[src/rtl/alu_issue_ctrl_if.sv]
// Request, ALU and response bundle between register-read, the ALU and writeback.
// The master modport is the issue controller; the slave modport is its environment.
interface alu_issue_ctrl_if #(
    parameter int TAG_W = 4
);
    logic             in_valid;
    logic             in_ready;
    logic [5:0]       in_opcode;
    logic [5:0]       in_funct;
    logic [4:0]       in_shamt;
    logic [31:0]      in_rs_val;
    logic [31:0]      in_rt_val;
    logic [15:0]      in_imm;
    logic [TAG_W-1:0] in_tag;

    logic [31:0]      alu_a;
    logic [31:0]      alu_b;
    logic [10:0]      alu_op_ctl;
    logic [31:0]      alu_z;
    logic             alu_overflow;
    logic             alu_zero;
    logic             alu_carryout;

    logic             out_valid;
    logic             out_ready;
    logic [31:0]      out_result;
    logic             out_zero;
    logic             out_carry;
    logic             out_ovf_exc;
    logic             out_illegal;
    logic [TAG_W-1:0] out_tag;

    modport master (
        input  in_valid, in_opcode, in_funct, in_shamt, in_rs_val, in_rt_val, in_imm, in_tag,
        output in_ready,
        output alu_a, alu_b, alu_op_ctl,
        input  alu_z, alu_overflow, alu_zero, alu_carryout,
        output out_valid, out_result, out_zero, out_carry, out_ovf_exc, out_illegal, out_tag,
        input  out_ready
    );

    modport slave (
        output in_valid, in_opcode, in_funct, in_shamt, in_rs_val, in_rt_val, in_imm, in_tag,
        input  in_ready,
        input  alu_a, alu_b, alu_op_ctl,
        output alu_z, alu_overflow, alu_zero, alu_carryout,
        input  out_valid, out_result, out_zero, out_carry, out_ovf_exc, out_illegal, out_tag,
        output out_ready
    );
endinterface

[src/rtl/alu_issue_ctrl.sv]
// MIPS ALU issue controller: decode -> S1 issue register -> ALU -> S2 response register.
// Latency 2 edges accept-to-response; out_ready low holds S2, then S1, then drops in_ready.
module alu_issue_ctrl #(
    parameter int TAG_W = 4
) (
    input  logic             clk,
    input  logic             rst,
    alu_issue_ctrl_if.master bus
);
    typedef struct packed {
        logic [31:0]      a;
        logic [31:0]      b;
        logic [10:0]      op_ctl;
        logic             ovf_en;
        logic             illegal;
        logic [TAG_W-1:0] tag;
    } s1_t;

    typedef struct packed {
        logic             valid;
        logic [31:0]      result;
        logic             zero;
        logic             carry;
        logic             ovf_exc;
        logic             illegal;
        logic [TAG_W-1:0] tag;
    } s2_t;

    s1_t         dec;
    s1_t         s1;
    logic        s1_valid;
    s2_t         s2;
    logic        s2_load;
    logic        in_fire;
    logic [31:0] imm_sext;
    logic [31:0] imm_zext;

    assign s2_load      = !s2.valid || bus.out_ready;
    assign bus.in_ready = !s1_valid || s2_load;
    assign in_fire      = bus.in_valid && bus.in_ready;

    assign imm_sext = {{16{bus.in_imm[15]}}, bus.in_imm};
    assign imm_zext = {16'h0000, bus.in_imm};

    // Anything not explicitly decoded falls through as an illegal op issuing 0+0.
    always_comb begin
        dec         = '0;
        dec.tag     = bus.in_tag;
        dec.op_ctl  = {5'd0, 6'h20};
        dec.illegal = 1'b0;
        case (bus.in_opcode)
            6'h00: begin
                case (bus.in_funct)
                    6'h00, 6'h02: begin
                        dec.a      = bus.in_rt_val;
                        dec.op_ctl = {bus.in_shamt, bus.in_funct};
                    end
                    6'h04, 6'h06: begin
                        dec.a      = bus.in_rt_val;
                        dec.op_ctl = {bus.in_rs_val[4:0], bus.in_funct};
                    end
                    6'h20, 6'h21, 6'h22, 6'h23, 6'h24, 6'h25, 6'h26, 6'h27, 6'h2A, 6'h2B: begin
                        dec.a      = bus.in_rs_val;
                        dec.b      = bus.in_rt_val;
                        dec.op_ctl = {5'd0, bus.in_funct};
                        dec.ovf_en = (bus.in_funct == 6'h20) || (bus.in_funct == 6'h22);
                    end
                    default: dec.illegal = 1'b1;
                endcase
            end
            6'h08: begin
                dec.a      = bus.in_rs_val;
                dec.b      = imm_sext;
                dec.op_ctl = {5'd0, 6'h20};
                dec.ovf_en = 1'b1;
            end
            6'h09: begin
                dec.a      = bus.in_rs_val;
                dec.b      = imm_sext;
                dec.op_ctl = {5'd0, 6'h21};
            end
            6'h0A: begin
                dec.a      = bus.in_rs_val;
                dec.b      = imm_sext;
                dec.op_ctl = {5'd0, 6'h2A};
            end
            6'h0B: begin
                dec.a      = bus.in_rs_val;
                dec.b      = imm_sext;
                dec.op_ctl = {5'd0, 6'h2B};
            end
            6'h0C: begin
                dec.a      = bus.in_rs_val;
                dec.b      = imm_zext;
                dec.op_ctl = {5'd0, 6'h24};
            end
            6'h0D: begin
                dec.a      = bus.in_rs_val;
                dec.b      = imm_zext;
                dec.op_ctl = {5'd0, 6'h25};
            end
            6'h0E: begin
                dec.a      = bus.in_rs_val;
                dec.b      = imm_zext;
                dec.op_ctl = {5'd0, 6'h26};
            end
            6'h0F: begin
                // LUI reuses the shifter: imm shifted left by 16.
                dec.a      = imm_zext;
                dec.op_ctl = {5'd16, 6'h00};
            end
            default: dec.illegal = 1'b1;
        endcase
    end

    always_ff @(posedge clk) begin
        if (rst) begin
            s1_valid <= 1'b0;
            s1       <= '0;
            s2       <= '0;
        end else begin
            if (in_fire) begin
                s1_valid <= 1'b1;
                s1       <= dec;
            end else if (s2_load) begin
                s1_valid <= 1'b0;
            end

            if (s2_load) begin
                s2.valid <= s1_valid;
                if (s1_valid) begin
                    s2.result  <= s1.illegal ? 32'h0 : bus.alu_z;
                    s2.zero    <= !s1.illegal && bus.alu_zero;
                    s2.carry   <= !s1.illegal && bus.alu_carryout;
                    s2.ovf_exc <= s1.ovf_en && bus.alu_overflow;
                    s2.illegal <= s1.illegal;
                    s2.tag     <= s1.tag;
                end
            end
        end
    end

    assign bus.alu_a       = s1.a;
    assign bus.alu_b       = s1.b;
    assign bus.alu_op_ctl  = s1.op_ctl;

    assign bus.out_valid   = s2.valid;
    assign bus.out_result  = s2.result;
    assign bus.out_zero    = s2.zero;
    assign bus.out_carry   = s2.carry;
    assign bus.out_ovf_exc = s2.ovf_exc;
    assign bus.out_illegal = s2.illegal;
    assign bus.out_tag     = s2.tag;
endmodule

[src/flat_wrapper.sv]
// flat-port wrapper written by rule: the top's interface ports become plain ports
module alu_issue_ctrl_flat 
#(
    parameter int TAG_W = 4
)
  (clk, rst, bus_in_valid, bus_in_opcode, bus_in_funct, bus_in_shamt, bus_in_rs_val, bus_in_rt_val, bus_in_imm, bus_in_tag, bus_in_ready, bus_alu_a, bus_alu_b, bus_alu_op_ctl, bus_alu_z, bus_alu_overflow, bus_alu_zero, bus_alu_carryout, bus_out_valid, bus_out_result, bus_out_zero, bus_out_carry, bus_out_ovf_exc, bus_out_illegal, bus_out_tag, bus_out_ready);
  alu_issue_ctrl_if #(.TAG_W(TAG_W)) bus_i ();
  input  logic clk;
  input  logic rst;
  input wire logic [$bits(bus_i.in_valid)-1:0] bus_in_valid;
  input wire logic [$bits(bus_i.in_opcode)-1:0] bus_in_opcode;
  input wire logic [$bits(bus_i.in_funct)-1:0] bus_in_funct;
  input wire logic [$bits(bus_i.in_shamt)-1:0] bus_in_shamt;
  input wire logic [$bits(bus_i.in_rs_val)-1:0] bus_in_rs_val;
  input wire logic [$bits(bus_i.in_rt_val)-1:0] bus_in_rt_val;
  input wire logic [$bits(bus_i.in_imm)-1:0] bus_in_imm;
  input wire logic [$bits(bus_i.in_tag)-1:0] bus_in_tag;
  output wire logic [$bits(bus_i.in_ready)-1:0] bus_in_ready;
  output wire logic [$bits(bus_i.alu_a)-1:0] bus_alu_a;
  output wire logic [$bits(bus_i.alu_b)-1:0] bus_alu_b;
  output wire logic [$bits(bus_i.alu_op_ctl)-1:0] bus_alu_op_ctl;
  input wire logic [$bits(bus_i.alu_z)-1:0] bus_alu_z;
  input wire logic [$bits(bus_i.alu_overflow)-1:0] bus_alu_overflow;
  input wire logic [$bits(bus_i.alu_zero)-1:0] bus_alu_zero;
  input wire logic [$bits(bus_i.alu_carryout)-1:0] bus_alu_carryout;
  output wire logic [$bits(bus_i.out_valid)-1:0] bus_out_valid;
  output wire logic [$bits(bus_i.out_result)-1:0] bus_out_result;
  output wire logic [$bits(bus_i.out_zero)-1:0] bus_out_zero;
  output wire logic [$bits(bus_i.out_carry)-1:0] bus_out_carry;
  output wire logic [$bits(bus_i.out_ovf_exc)-1:0] bus_out_ovf_exc;
  output wire logic [$bits(bus_i.out_illegal)-1:0] bus_out_illegal;
  output wire logic [$bits(bus_i.out_tag)-1:0] bus_out_tag;
  input wire logic [$bits(bus_i.out_ready)-1:0] bus_out_ready;
  assign bus_i.in_valid = bus_in_valid;
  assign bus_i.in_opcode = bus_in_opcode;
  assign bus_i.in_funct = bus_in_funct;
  assign bus_i.in_shamt = bus_in_shamt;
  assign bus_i.in_rs_val = bus_in_rs_val;
  assign bus_i.in_rt_val = bus_in_rt_val;
  assign bus_i.in_imm = bus_in_imm;
  assign bus_i.in_tag = bus_in_tag;
  assign bus_in_ready = bus_i.in_ready;
  assign bus_alu_a = bus_i.alu_a;
  assign bus_alu_b = bus_i.alu_b;
  assign bus_alu_op_ctl = bus_i.alu_op_ctl;
  assign bus_i.alu_z = bus_alu_z;
  assign bus_i.alu_overflow = bus_alu_overflow;
  assign bus_i.alu_zero = bus_alu_zero;
  assign bus_i.alu_carryout = bus_alu_carryout;
  assign bus_out_valid = bus_i.out_valid;
  assign bus_out_result = bus_i.out_result;
  assign bus_out_zero = bus_i.out_zero;
  assign bus_out_carry = bus_i.out_carry;
  assign bus_out_ovf_exc = bus_i.out_ovf_exc;
  assign bus_out_illegal = bus_i.out_illegal;
  assign bus_out_tag = bus_i.out_tag;
  assign bus_i.out_ready = bus_out_ready;
  alu_issue_ctrl #(.TAG_W(TAG_W)) u_core (.clk(clk), .rst(rst), .bus(bus_i));
endmodule
[config.mk]
export PLATFORM = sky130hd
export DESIGN_NAME = alu_issue_ctrl_flat
export DESIGN_NICKNAME = d
export VERILOG_FILES = /design/src/rtl/alu_issue_ctrl_if.sv /design/src/rtl/alu_issue_ctrl.sv /design/src/flat_wrapper.sv
export SDC_FILE = /design/constraint.sdc
export NUM_CORES = 1
export LEC_CHECK = 0
export CAP_MARGIN = 20
export CELL_PAD_IN_SITES_DETAIL_PLACEMENT = 1
export CELL_PAD_IN_SITES_GLOBAL_PLACEMENT = 2
export CORE_MARGIN = 10
export CORE_UTILIZATION = 27
export DETAILED_ROUTE_END_ITERATION = 12
export PLACE_DENSITY = 0.95
export SLEW_MARGIN = 40
export SYNTH_ARGS = -nofsm -noshare
export SYNTH_HDL_FRONTEND = slang
export SYNTH_SLANG_ARGS = --single-unit
[constraint.sdc]
create_clock -name clk -period 4.28 [get_ports clk]
set_input_delay 0.642 -clock clk [delete_from_list [all_inputs] [get_ports clk]]
set_output_delay 0.642 -clock clk [all_outputs]
set_load 0.02 [all_outputs]
## Yosys cells after proc, flatten, opt, wreduce, memory -nomap -nowiden

Cells that the tools add are included.

| word-level totals | value |
|---|---|
| bits in registers | 123 |
| word-level logic and storage cells | 71 |

| cells by class | value |
|---|---|
| equal/unequal tests | 21 |
| muxes and demuxes | 13 |
| reduce and logical (&&, ||, !) cells | 23 |

Operators with widths:

| operator | number |
|---|---|
| case mux 32 bit (3 select lines) | 2 |
| case mux 11 bit (8 select lines) | 1 |
| two-way mux 32 bit | 2 |
| case mux 32 bit (2 select lines) | 1 |
| == test 6 bit, second input constant | 10 |
| == test 6 x 4 -> 1 bit, second input constant | 8 |
| case mux 11 bit (3 select lines) | 1 |
| OR reduction 14 bit | 1 |
| == test 6 x 3 -> 1 bit, second input constant | 2 |
| logical NOT 6 bit | 2 |
| OR reduction 10 bit | 1 |
| OR reduction 4 bit | 2 |
| OR reduction 8 bit | 1 |
| OR reduction 7 bit | 1 |
| == test 6 x 2 -> 1 bit, second input constant | 1 |
| logical AND 1 bit | 4 |
| two-way mux 1 bit | 4 |
| case mux 1 bit (2 select lines) | 2 |
| OR reduction 2 bit | 2 |
| logical NOT 1 bit | 3 |
| logical OR 1 bit | 3 |
| OR reduction 3 bit | 1 |
| AND reduction 2 bit | 1 |
| nonzero test 2 bit | 1 |

## Depth between registers and ports, before layout

| logic depth | value |
|---|---|
| depth in word-level cells | 5 |
| depth in mapped cells | 7 |
| depth with buffers taken out | 4 |

## Worst setup path after synthesis

OpenSTA, ideal clock, no wires.

| timing path | value |
|---|---|
| path kind | input to register |
| from | input port bus_in_opcode[3] |
| to | register u_core.s1 (netlist bit u_core.bus.alu_a[16]) |
| data arrival time | 2084 ps |
| cell stages on the path | 6 |
| path buffers | 2 |
| path slack | 2114 ps |
| cell sequence | buf_6 -> or3_4 -> a2111oi_4 -> buf_6 -> o21ai_2 -> a211oi_2 |

| on the way | value |
|---|---|
| word-level cells in the longest chain between the ends | 3 |
| elaborated cells between the ends (all ways) | 11 |
| those cells by class | 8 x eq/ne; 1 x mux; 2 x reduce/logical |

RTL lines:

| what | line | source |
|---|---|---|
| start: declaration | flat_wrapper.sv:11 | `input wire logic [$bits(bus_i.in_opcode)-1:0] bus_in_opcode;` |
| == test 6 x 4 -> 1 bit | alu_issue_ctrl.sv:51 | `case (bus.in_opcode)` |
| OR reduction 7 bit (no source line) | n/a |  |
| case mux 32 bit (3 select lines) (*) | alu_issue_ctrl.sv:51 |  |
| end signal: assignment | alu_issue_ctrl.sv:119 | `s1 <= '0;` |
| end signal: assignment | alu_issue_ctrl.sv:124 | `s1 <= dec;` |
| end: declaration | alu_issue_ctrl.sv:30 | `s1_t s1;` |

Every way passes the cells marked *; elsewhere a longest branch is shown, timed or not.
A chain may end at the register's enable or synchronous reset.

## Final worst setup path

| timing path | value |
|---|---|
| from | input port bus_out_ready |
| to | output port bus_in_ready |

| on the way | value |
|---|---|
| word-level cells in the longest chain between the ends | 2 |

RTL lines:

| what | line | source |
|---|---|---|
| start: declaration | flat_wrapper.sv:33 | `input wire logic [$bits(bus_i.out_ready)-1:0] bus_out_ready;` |
| logical OR 1 bit | alu_issue_ctrl.sv:38 | `assign s2_load = !s2.valid \|\| bus.out_ready;` |
| logical OR 1 bit | alu_issue_ctrl.sv:39 | `assign bus.in_ready = !s1_valid \|\| s2_load;` |
| end: declaration | flat_wrapper.sv:18 | `output wire logic [$bits(bus_i.in_ready)-1:0] bus_in_ready;` |

No other way between the ends.

==> impl_metrics.tcl <==
set metrics [dict create \
    status "finished clean" \
    antenna_found_initial 5 \
    max_freq_ghz 0.3453 \
    finalSetupTns_ps 0 \
    syn-instance-count 766 \
    drcViolationCount 0 \
    yosys_warnings 0 \
    cts_setup_buffers 0 \
    drtIter0Drc 317 \
    r2r-start "u_core.bus.out_valid" \
    grt_max_degree 86 \
    h-tree-depth 4 \
    criticalPathCategory "in2out" \
    post-route-period-util_pct 67.66 \
    power_density_nw_per_um2 338.8 \
    grt_pass1_vias 6434 \
    worst_slack_ps 1384 \
    clkLatencyLatePin_ps 410 \
    area_delta_synth_final_pct 44.15 \
    dpl_cell_area_um2 8780 \
    r2r_slack_ps 2120 \
    cp.arrival_ps 2250 \
    ir_drop_v 0.0001964 \
    total_power_uw 3188 \
    rsz0062_at_grt "false" \
    syn_nets 906 \
    hold_viol 0 \
    cp-start-kind "input port" \
    nFillCells 2758 \
    tightestPinTransition_ps 813.0 \
    cts_made_buffers 17 \
    root_buffer "clkbuf_16" \
    crit_buf_inv 2 \
    yosys_most_used_dff "dfxtp_1" \
    syn-cell-area_um2 6529 \
    dieWidth_um 175.5 \
    clk_path_buf_depth 2 \
    worstPathMaxFanout 6 \
    num_vias 6186 \
    dp_slack_ps 988.2 \
    dp_hpwl_um 18890 \
    avgSynthCellArea_um2 8.523 \
    dieArea_um2 30800 \
    finalMaxSlewViolations 0 \
    fin_nets 1058 \
    r2r_cells 6 \
    min_period_ps 2896 \
    core_um2 23610 \
    track_usage_pct 16.12 \
    cp.depth 3 \
    crit_family "buffers and inverters" \
    hold_path_end "u_core.bus.out_result[21]" \
    dieHeight_um 175.5 \
    slowest_delay_ps 740 \
    ctsHoldBuffers 0 \
    viasPerCell 4.937 \
    cts_tree "built" \
    critPathRequiredTime_ps 3640 \
    setup_viol 0 \
    cts_resized 0 \
    design_area_um2 9412 \
    synth_edf_count 0 \
    place_congestion 0.8183 \
    numPortBuffers 256 \
    pin_count 257 \
    ys_ff_latch 123 \
    timing.rr.end "u_core.bus.alu_b[29]" \
    worstSetupStartpoint "bus_out_ready" \
    skew_ps 8.629 \
    postSynth.asyncResetShare_pct 0 \
    path_clk_slew_ps 60 \
    hold_depth 2 \
    min_from "u_core.bus.out_result[21]" \
    clock-sinks 123 \
    leakage_uw 0.003033 \
    fp-row-count 56 \
    cp_common_cell "clkdlybuf4s50_1" \
    end_kind "primary output" \
    ant_nets 0 \
    grt_pass1_wl_um 39270 \
    wl_per_cell_um 20.48 \
    overflow 0 \
    dr.pass1.iters 4 \
    drive_above_1_share_pct 12.80 \
    drv_cap 0 \
    worstHoldPathType "reg2reg" \
    slowest_stage "clkdlybuf4s50_1" \
    synth.distinct_cells 47 \
    maxSlewHeadroom_pct 45.80 \
    seq_area_frac_synth_pct 37.72 \
    start_util_pct 27.65 \
    cp_cell_sequence "clkdlybuf4s50_1 -> nand3b_1 -> clkdlybuf4s50_1" \
    drt_wl_total_um 25660 \
]
[synth_stat cells, drive strengths merged, types with 2 or more instances]
library cell,count,share of area [%]
a32oi,3,0.40
o211ai,4,0.46
nor3,17,2.5
nor4,3,0.29
or3,2,0.27
a311oi,17,2.3
nand2,102,5.9
inv,19,1.1
nor3b,3,0.59
nor2,20,1.3
clkbuf,43,2.5
nand3b,35,4.0
a22oi,34,3.9
nand2b,3,0.29
mux2i,4,0.61
nand3,3,0.31
o21ai,55,4.5
buf,99,11
a211oi,32,4.9
a21oi,99,7.6
a221oi,16,3.7
and2,20,1.9
dfxtp,123,38
[stage by stage]
step / utilization [%] / hold slack, ps / std cells
after floorplan: - / 426.3 / 766
after global placement: 37.04 / 436.1 / 1217
after detailed placement: 37.18 / 444.7 / 1218
after CTS: 39.82 / 453.2 / 1249
after global routing: 39.83 / 469.6 / 1250
final: 39.86 / 448.2 / 1253
[tightest hold or removal path, cell delays in order, from the launching register on]
cell and delay (ps):
dfxtp_1 310, nand2_1 50, a21oi_1 50
[logic make-up after synthesis]
group / Yosys count / share of synthesized area (%)
compound gates: 265 / 28.73
simple gates: 211 / 17.75
buf+inv: 161 / 14.89
flops: 123 / 37.72
mux: 5 / 0.7858
xor+xnor: 1 / 0.1342
[registers in the layout, indices dropped and copies added (netlist names)]
name	flops
u_core.bus.out_carry	1
u_core.bus.out_result	32
u_core.bus.out_tag	4
u_core.bus.alu_op_ctl	11
u_core.bus.alu_b	32
u_core.bus.alu_a	32
u_core.bus.out_zero	1
u_core.bus.out_valid	1
u_core.s1_valid	1
u_core.bus.out_ovf_exc	1
u_core.s1	6
u_core.bus.out_illegal	1
[worst max-delay path by stage]
stage,slack [ps],to
2_1_floorplan,2110,u_core.bus.alu_a[16]
3_3_place_gp,1090,u_core.bus.alu_a[26]
5_1_grt,1280,u_core.bus.alu_a[29]
3_5_place_dp,990,u_core.bus.alu_a[24]
6_report,1380,bus_in_ready
4_1_cts,1380,bus_in_ready
[per-layer routing]
| metal | GRT usage, % | part of all wire [%] | vias to the layer above | wire (um) |
|---|---|---|---|---|
| met5 | 0 | 0.051 | - | 13 |
| met1 | 18.23 | 41 | 2957 | 10640 |
| li1 | - | - | 2980 | - |
| met2 | 27.14 | 48 | 218 | 12340 |
| met4 | 4.663 | 2.0 | 2 | 512 |
| met3 | 6.841 | 8.4 | 29 | 2155 |
[layout by cell type, fill, tap and decap left out, drive strengths merged, types with 4 or more instances in the layout]
| master | count |
|---|---|
| a211oi | 32 |
| a21oi | 99 |
| a221oi | 16 |
| a22oi | 34 |
| a311oi | 17 |
| and2 | 20 |
| buf | 20 |
| bufinv | 4 |
| clkbuf | 17 |
| clkdlybuf4s50 | 255 |
| clkinv | 6 |
| dfxtp | 123 |
| diode | 4 |
| inv | 20 |
| mux2i | 4 |
| nand2 | 102 |
| nand3b | 35 |
| nor2 | 20 |
| nor3 | 17 |
| o211ai | 4 |
| o21ai | 55 |
[power by group]
group	internal, uW	leakage [uW]	switching (uW)
clock	974	0.000295	572
combinational	221	0.00174	225
sequential	1170	0.000999	21.8
total	2370	0.00303	818
[layout make-up]
| type | count | area, um^2 | share of cell area [%] |
|---|---|---|---|
| repair buffers | 275 | 2706 | 28.76 |
| clock buffers | 17 | 425.4 | 4.520 |
| multi-input cells | 482 | 3139 | 33.36 |
| clock inverters | 14 | 196.4 | 2.087 |
| well taps | 319 | 399.1 | 4.241 |
| flip-flops and latches | 123 | 2464 | 26.18 |
| diodes | 4 | 10.01 | 0.1064 |
| inverters | 19 | 71.32 | 0.7578 |
Note: power is estimated with default switching activity, not from simulation.
==> RTL change 1 (same flow settings) <==
Register the output `bus.out_ovf_exc`; this adds one clock of latency there.
--- a/src/rtl/alu_issue_ctrl.sv
+++ b/src/rtl/alu_issue_ctrl.sv
@@ -148,7 +148,9 @@
     assign bus.out_result  = s2.result;
     assign bus.out_zero    = s2.zero;
     assign bus.out_carry   = s2.carry;
-    assign bus.out_ovf_exc = s2.ovf_exc;
+    always_ff @(posedge clk) begin
+        bus.out_ovf_exc <= s2.ovf_exc;
+    end
     assign bus.out_illegal = s2.illegal;
     assign bus.out_tag     = s2.tag;
 endmodule
Function: changed (Yosys sat finds a counterexample within 4 cycles, from zero or initial values and one cycle with rst high).
==> RTL change 1 against the unedited design <==
- total power increased by 1.6%
- first-iteration DRC count grew 16%
- area after synthesis rose by 4.4%
- sequential cell count is 1 higher
- largest cell class unchanged
- combinational power is essentially flat
- design area grew 0.51%
- clock skew grew 0.00054 ns
- wire length shrank 0.55%
- largest power group unchanged
- worst setup slack gained 0.051 ns
- die area increased by 3.9%
==> RTL change 1: results (changes against the unedited design) <==
| Metric | Value |
|---|---|
| Run status | completed |
| Largest vdd supply drop | 0.000178 V (-9.3%) |
| Design internal power | 2.42 mW (+1.9%) |
| Sequential cell area fraction in the yosys report | 36.4% (-1.3 points) |
| Net Count, Synth | 943 (+4.1%) |
| Iteration count of the initial detailed-routing pass | 6 (+2) |
| Leakage power total | 3.05 nW (+0.46%) |
| Mean Syn Cell Area | 8.49 um2 (-0.37%) |
| Overall power consumption | 3.24 mW (+1.6%) |
| Final worst clock skew | 0.00917 ns (+0.000544 ns) |
| Leading cell types by count after synthesis | 124 x sky130_fd_sc_hd__dfxtp_1, 112 x sky130_fd_sc_hd__buf_4, 102 x sky130_fd_sc_hd__nand2_1 |
| Mean routed wirelength per cell | 20.2 um (-1.6%) |
| Remaining max-slew budget at the tightest pin | 50.3% (+4.5 points) |
| Highest routed layer | met4 |
| Cell types occupying the most area after synthesis | sky130_fd_sc_hd__dfxtp_1 36%, sky130_fd_sc_hd__buf_4 12%, sky130_fd_sc_hd__a21oi_1 7.3%, sky130_fd_sc_hd__nand2_1 5.6%, sky130_fd_sc_hd__nand3b_1 3.9% |
| Post-Route Hold Slack | 0.359 ns (-0.0894 ns) |
| Gr usage total | 15.3% (-0.79 points) |
| Met1 GRT Util | 17.8% (-0.41 points) |
| Detailed-routed wire length on met2 | 12300 um (-0.19%) |
| Fillcell total | 2886 (+4.6%) |
| GR Layer Usage met3 | 5.73% (-1.1 points) |
| Post-Place Cells | 1228 (+0.82%) |
| Detailed-routing wirelength on met1 | 10700 um (+0.21%) |
| Post-place instance area | 8800 um2 (+0.21%) |
| Post-synth top area share | 36.4% (-1.3 points) |
| Remaining Overflow, GRT | 0 (unchanged) |
| Count of routing violations after the opening detailed-route iteration | 368 (+16%) |
| Routed met3 length | 2100 um (-2.6%) |
| Met2 routing resource usage after global routing | 25.4% (-1.7 points) |
| Slowest cell delay on critical path | 0.72 ns (-0.02 ns) |
| Worst reg-to-reg setup slack | 2.19 ns (+0.07 ns) |
| GP Congestion | 0.789 (-3.6%) |
| Maximum clock rate | 352 MHz (+1.8%) |
| Via count of the first global-routing pass | 6361 (-1.1%) |
| Final Routed Wirelength | 25500 um (-0.55%) |
| Arrival time worst endpoint | 2.20 ns (-0.05 ns) |
==> RTL change 1: path summary, 6_finish.rpt <==
path                   start                      to  depth (start not counted)
min reg2reg     u_core.s2[5]  u_core.bus.out_ovf_exc                          0
max            bus_out_ready            bus_in_ready                          3
min             u_core.s2[5]  u_core.bus.out_ovf_exc                          0
max reg2reg  u_core.s1_valid    u_core.bus.alu_b[27]                          6
==> RTL change 1: area by class of cell <==
cell class	count	area (um2)	area share, %
clock buffer	19	453	4.79
antenna	6	15.0	0.159
inverter	19	71.3	0.754
sequential	124	2480	26.3
multi-input combinational	482	3130	33.1
tap	330	413	4.37
timing repair buffer	273	2700	28.6
clock inverter	13	189	2.00
==> RTL change 1: kinds of logic (layout without fill, tap and decap cells) <==
family	Yosys count	count (layout)	share of synthesized area, %
AOI/OAI and AO/OA	265	265	27.5
and+or+nand+nor	211	211	17.0
buffers and inverters	197	324	18.2
DFF	124	124	36.4
muxes	5	5	0.752
xor gates and xnor gates	1	1	0.128
other	0	6	0
==> RTL change 2 (config.mk and constraints unchanged) <==
Without the edit above. `TAG_W` is set to 4 in 3 places; all go to 6.
--- a/src/rtl/alu_issue_ctrl_if.sv
+++ b/src/rtl/alu_issue_ctrl_if.sv
@@ -1,7 +1,7 @@
 // Request, ALU and response bundle between register-read, the ALU and writeback.
 // The master modport is the issue controller; the slave modport is its environment.
 interface alu_issue_ctrl_if #(
-    parameter int TAG_W = 4
+    parameter int TAG_W = 6
 );
     logic             in_valid;
     logic             in_ready;
--- a/src/rtl/alu_issue_ctrl.sv
+++ b/src/rtl/alu_issue_ctrl.sv
@@ -1,7 +1,7 @@
 // MIPS ALU issue controller: decode -> S1 issue register -> ALU -> S2 response register.
 // Latency 2 edges accept-to-response; out_ready low holds S2, then S1, then drops in_ready.
 module alu_issue_ctrl #(
-    parameter int TAG_W = 4
+    parameter int TAG_W = 6
 ) (
     input  logic             clk,
     input  logic             rst,
--- a/src/flat_wrapper.sv
+++ b/src/flat_wrapper.sv
@@ -1,7 +1,7 @@
 // flat-port wrapper written by rule: the top's interface ports become plain ports
 module alu_issue_ctrl_flat 
 #(
-    parameter int TAG_W = 4
+    parameter int TAG_W = 6
 )
   (clk, rst, bus_in_valid, bus_in_opcode, bus_in_funct, bus_in_shamt, bus_in_rs_val, bus_in_rt_val, bus_in_imm, bus_in_tag, bus_in_ready, bus_alu_a, bus_alu_b, bus_alu_op_ctl, bus_alu_z, bus_alu_overflow, bus_alu_zero, bus_alu_carryout, bus_out_valid, bus_out_result, bus_out_zero, bus_out_carry, bus_out_ovf_exc, bus_out_illegal, bus_out_tag, bus_out_ready);
   alu_issue_ctrl_if #(.TAG_W(TAG_W)) bus_i ();
Interface: changed (resized bus_in_tag and bus_out_tag); port bits go from 257 to 261. The function was not compared with the original's and may differ.
==> RTL change 2 against the unedited design <==
- area after synthesis grew 2.0%
- sequential cell count grew 4
- wire length grew 1.8%
- count of clock-buffer cells in the layout grew 3
- highest routed layer unchanged
- worst setup slack lost 0.033 ns
- critical path depth is the same
- total power grew 0.69%
- fmax shrank 1.1%
- largest power group unchanged
- design area grew 1.6%
- cell count grew 1.8%
- sequential power grew 3%
- via count grew 2.3%
- die area grew 1.8%
- register-to-register slack gained 0.08 ns
==> RTL change 2: results (changes against the unedited design) <==
| Metric | Value |
|---|---|
| Endpoint of the most critical register-to-register path | u_core.bus.alu_b[20] |
| Count of cells along the worst register-to-register path | 5 (-1) |
| Gr usage total | 16.2% (+0.058 points) |
| Worst slack, placed | 1.02 ns (+0.0320 ns) |
| HPWL Detailed | 18800 um (-0.34%) |
| Wire length of the first global-routing pass | 40000 um (+1.8%) |
| Run status | completed |
| Routed met3 length | 2580 um (+20%) |
| Mean routed wirelength per cell | 20.5 um (about the same) |
| Arrival time worst endpoint | 2.29 ns (+0.04 ns) |
| Pin count of the biggest net entering global routing | 83 (-3.5%) |
| GP Congestion | 0.752 (-8.1%) |
| Post-layout instance count excluding filler cells | 1276 (+1.8%) |
| Startpoint of the most critical register-to-register path | u_core.s1_valid |
| Mapped Cells | 782 (+2.1%) |
| Detailed-routed wire length on met2 | 12100 um (-1.7%) |
| Post-Route Hold Slack | 0.449 ns (+0.000730 ns) |
| Via count of the first global-routing pass | 6696 (+4.1%) |
| Initial antenna violation count | 2 (-3) |
| Startpoint of the tightest hold check path | u_core.bus.out_ovf_exc |
| Endpoint with the worst hold slack | u_core.bus.out_ovf_exc |
| Detailed-routing wirelength on met1 | 11100 um (+4.4%) |
| Total vias in the final route | 6326 (+2.3%) |
| Port buffer count | 260 (+1.6%) |
| Net Count, Synth | 924 (+2.0%) |
| Tightest Pin Transition | 0.787 ns (-0.0259 ns) |
| Layout net count | 1080 (+2.1%) |
| Post-Place Cells | 1243 (+2.1%) |
[RTL change 2: changes by cell type in the layout (fill, tap and decap cells not counted), sizes merged]
cell,before,now
clkdlybuf4s50,255,259
nand2,102,110
clkbuf,17,20
clkinv,6,5
diode,4,1
clkinvlp,3,2
dfxtp,123,127
bufinv,4,3
a21oi,99,103
inv,20,21
[RTL change 2: logic make-up after synthesis]
family	after synthesis	share of synthesized area [%]
compound gates	269	28.5
xor+xnor	1	0.132
buf+inv	161	14.6
flops	127	38.2
mux	5	0.770
simple gates	219	17.9
[RTL change 2: worst max-delay path, stage by stage]
cell,delay (ns)
sky130_fd_sc_hd__clkdlybuf4s50_1,0.47
sky130_fd_sc_hd__nand3b_1,0.42
sky130_fd_sc_hd__clkdlybuf4s50_1,0.75
[RTL change 2: per-layer routing]
layer | up-vias | global-route usage [%]
met1 | 3053 | 19.4
met4 | 2 | 4.48
met2 | 224 | 26.4
met5 | - | 0
li1 | 3028 | -
met3 | 19 | 6.27
[RTL change 2: how the worst max path moves through the flow]
stage | startpoint | end | slack [ns] | cells after the start
6_report | bus_out_ready | bus_in_ready | 1.35 | 3
5_1_grt | bus_in_opcode[3] | u_core.bus.alu_b[20] | 1.27 | 7
2_1_floorplan | bus_in_opcode[3] | u_core.bus.alu_a[16] | 2.11 | 6
3_3_place_gp | bus_in_opcode[3] | u_core.bus.alu_b[17] | 1.15 | 7
3_5_place_dp | bus_in_opcode[3] | u_core.bus.alu_b[20] | 1.02 | 7
4_1_cts | bus_out_ready | bus_in_ready | 1.35 | 3
[RTL change 2: area by class of cell]
class / count / area, um2
Antenna cell: 1 / 2.50
Tap cell: 324 / 405
Multi-Input combinational cell: 494 / 3180
Clock buffer: 20 / 447
Inverter: 19 / 71.3
Clock inverter: 12 / 159
Sequential cell: 127 / 2540
Timing Repair Buffer: 279 / 2760
Fill cell: 2784 / 14800
[RTL change 2: power groups by stage]
stage	combinational (mW)	clock, mW	sequential (mW)
final	0.453	1.52	1.24
after detailed placement	0.456	0	1.26
after CTS	0.458	1.57	1.24
after global placement	0.451	0	1.26
after global routing	0.489	1.62	1.24
after floorplan	0.198	0	1.27
[RTL change 2: metrics by stage]
stage,utilization (%),instance area [um2]
after floorplan,-,6660
after global placement,36.8,8940
after detailed placement,36.8,8950
after CTS,39.3,9560
after global routing,39.3,9560
final,39.3,9560
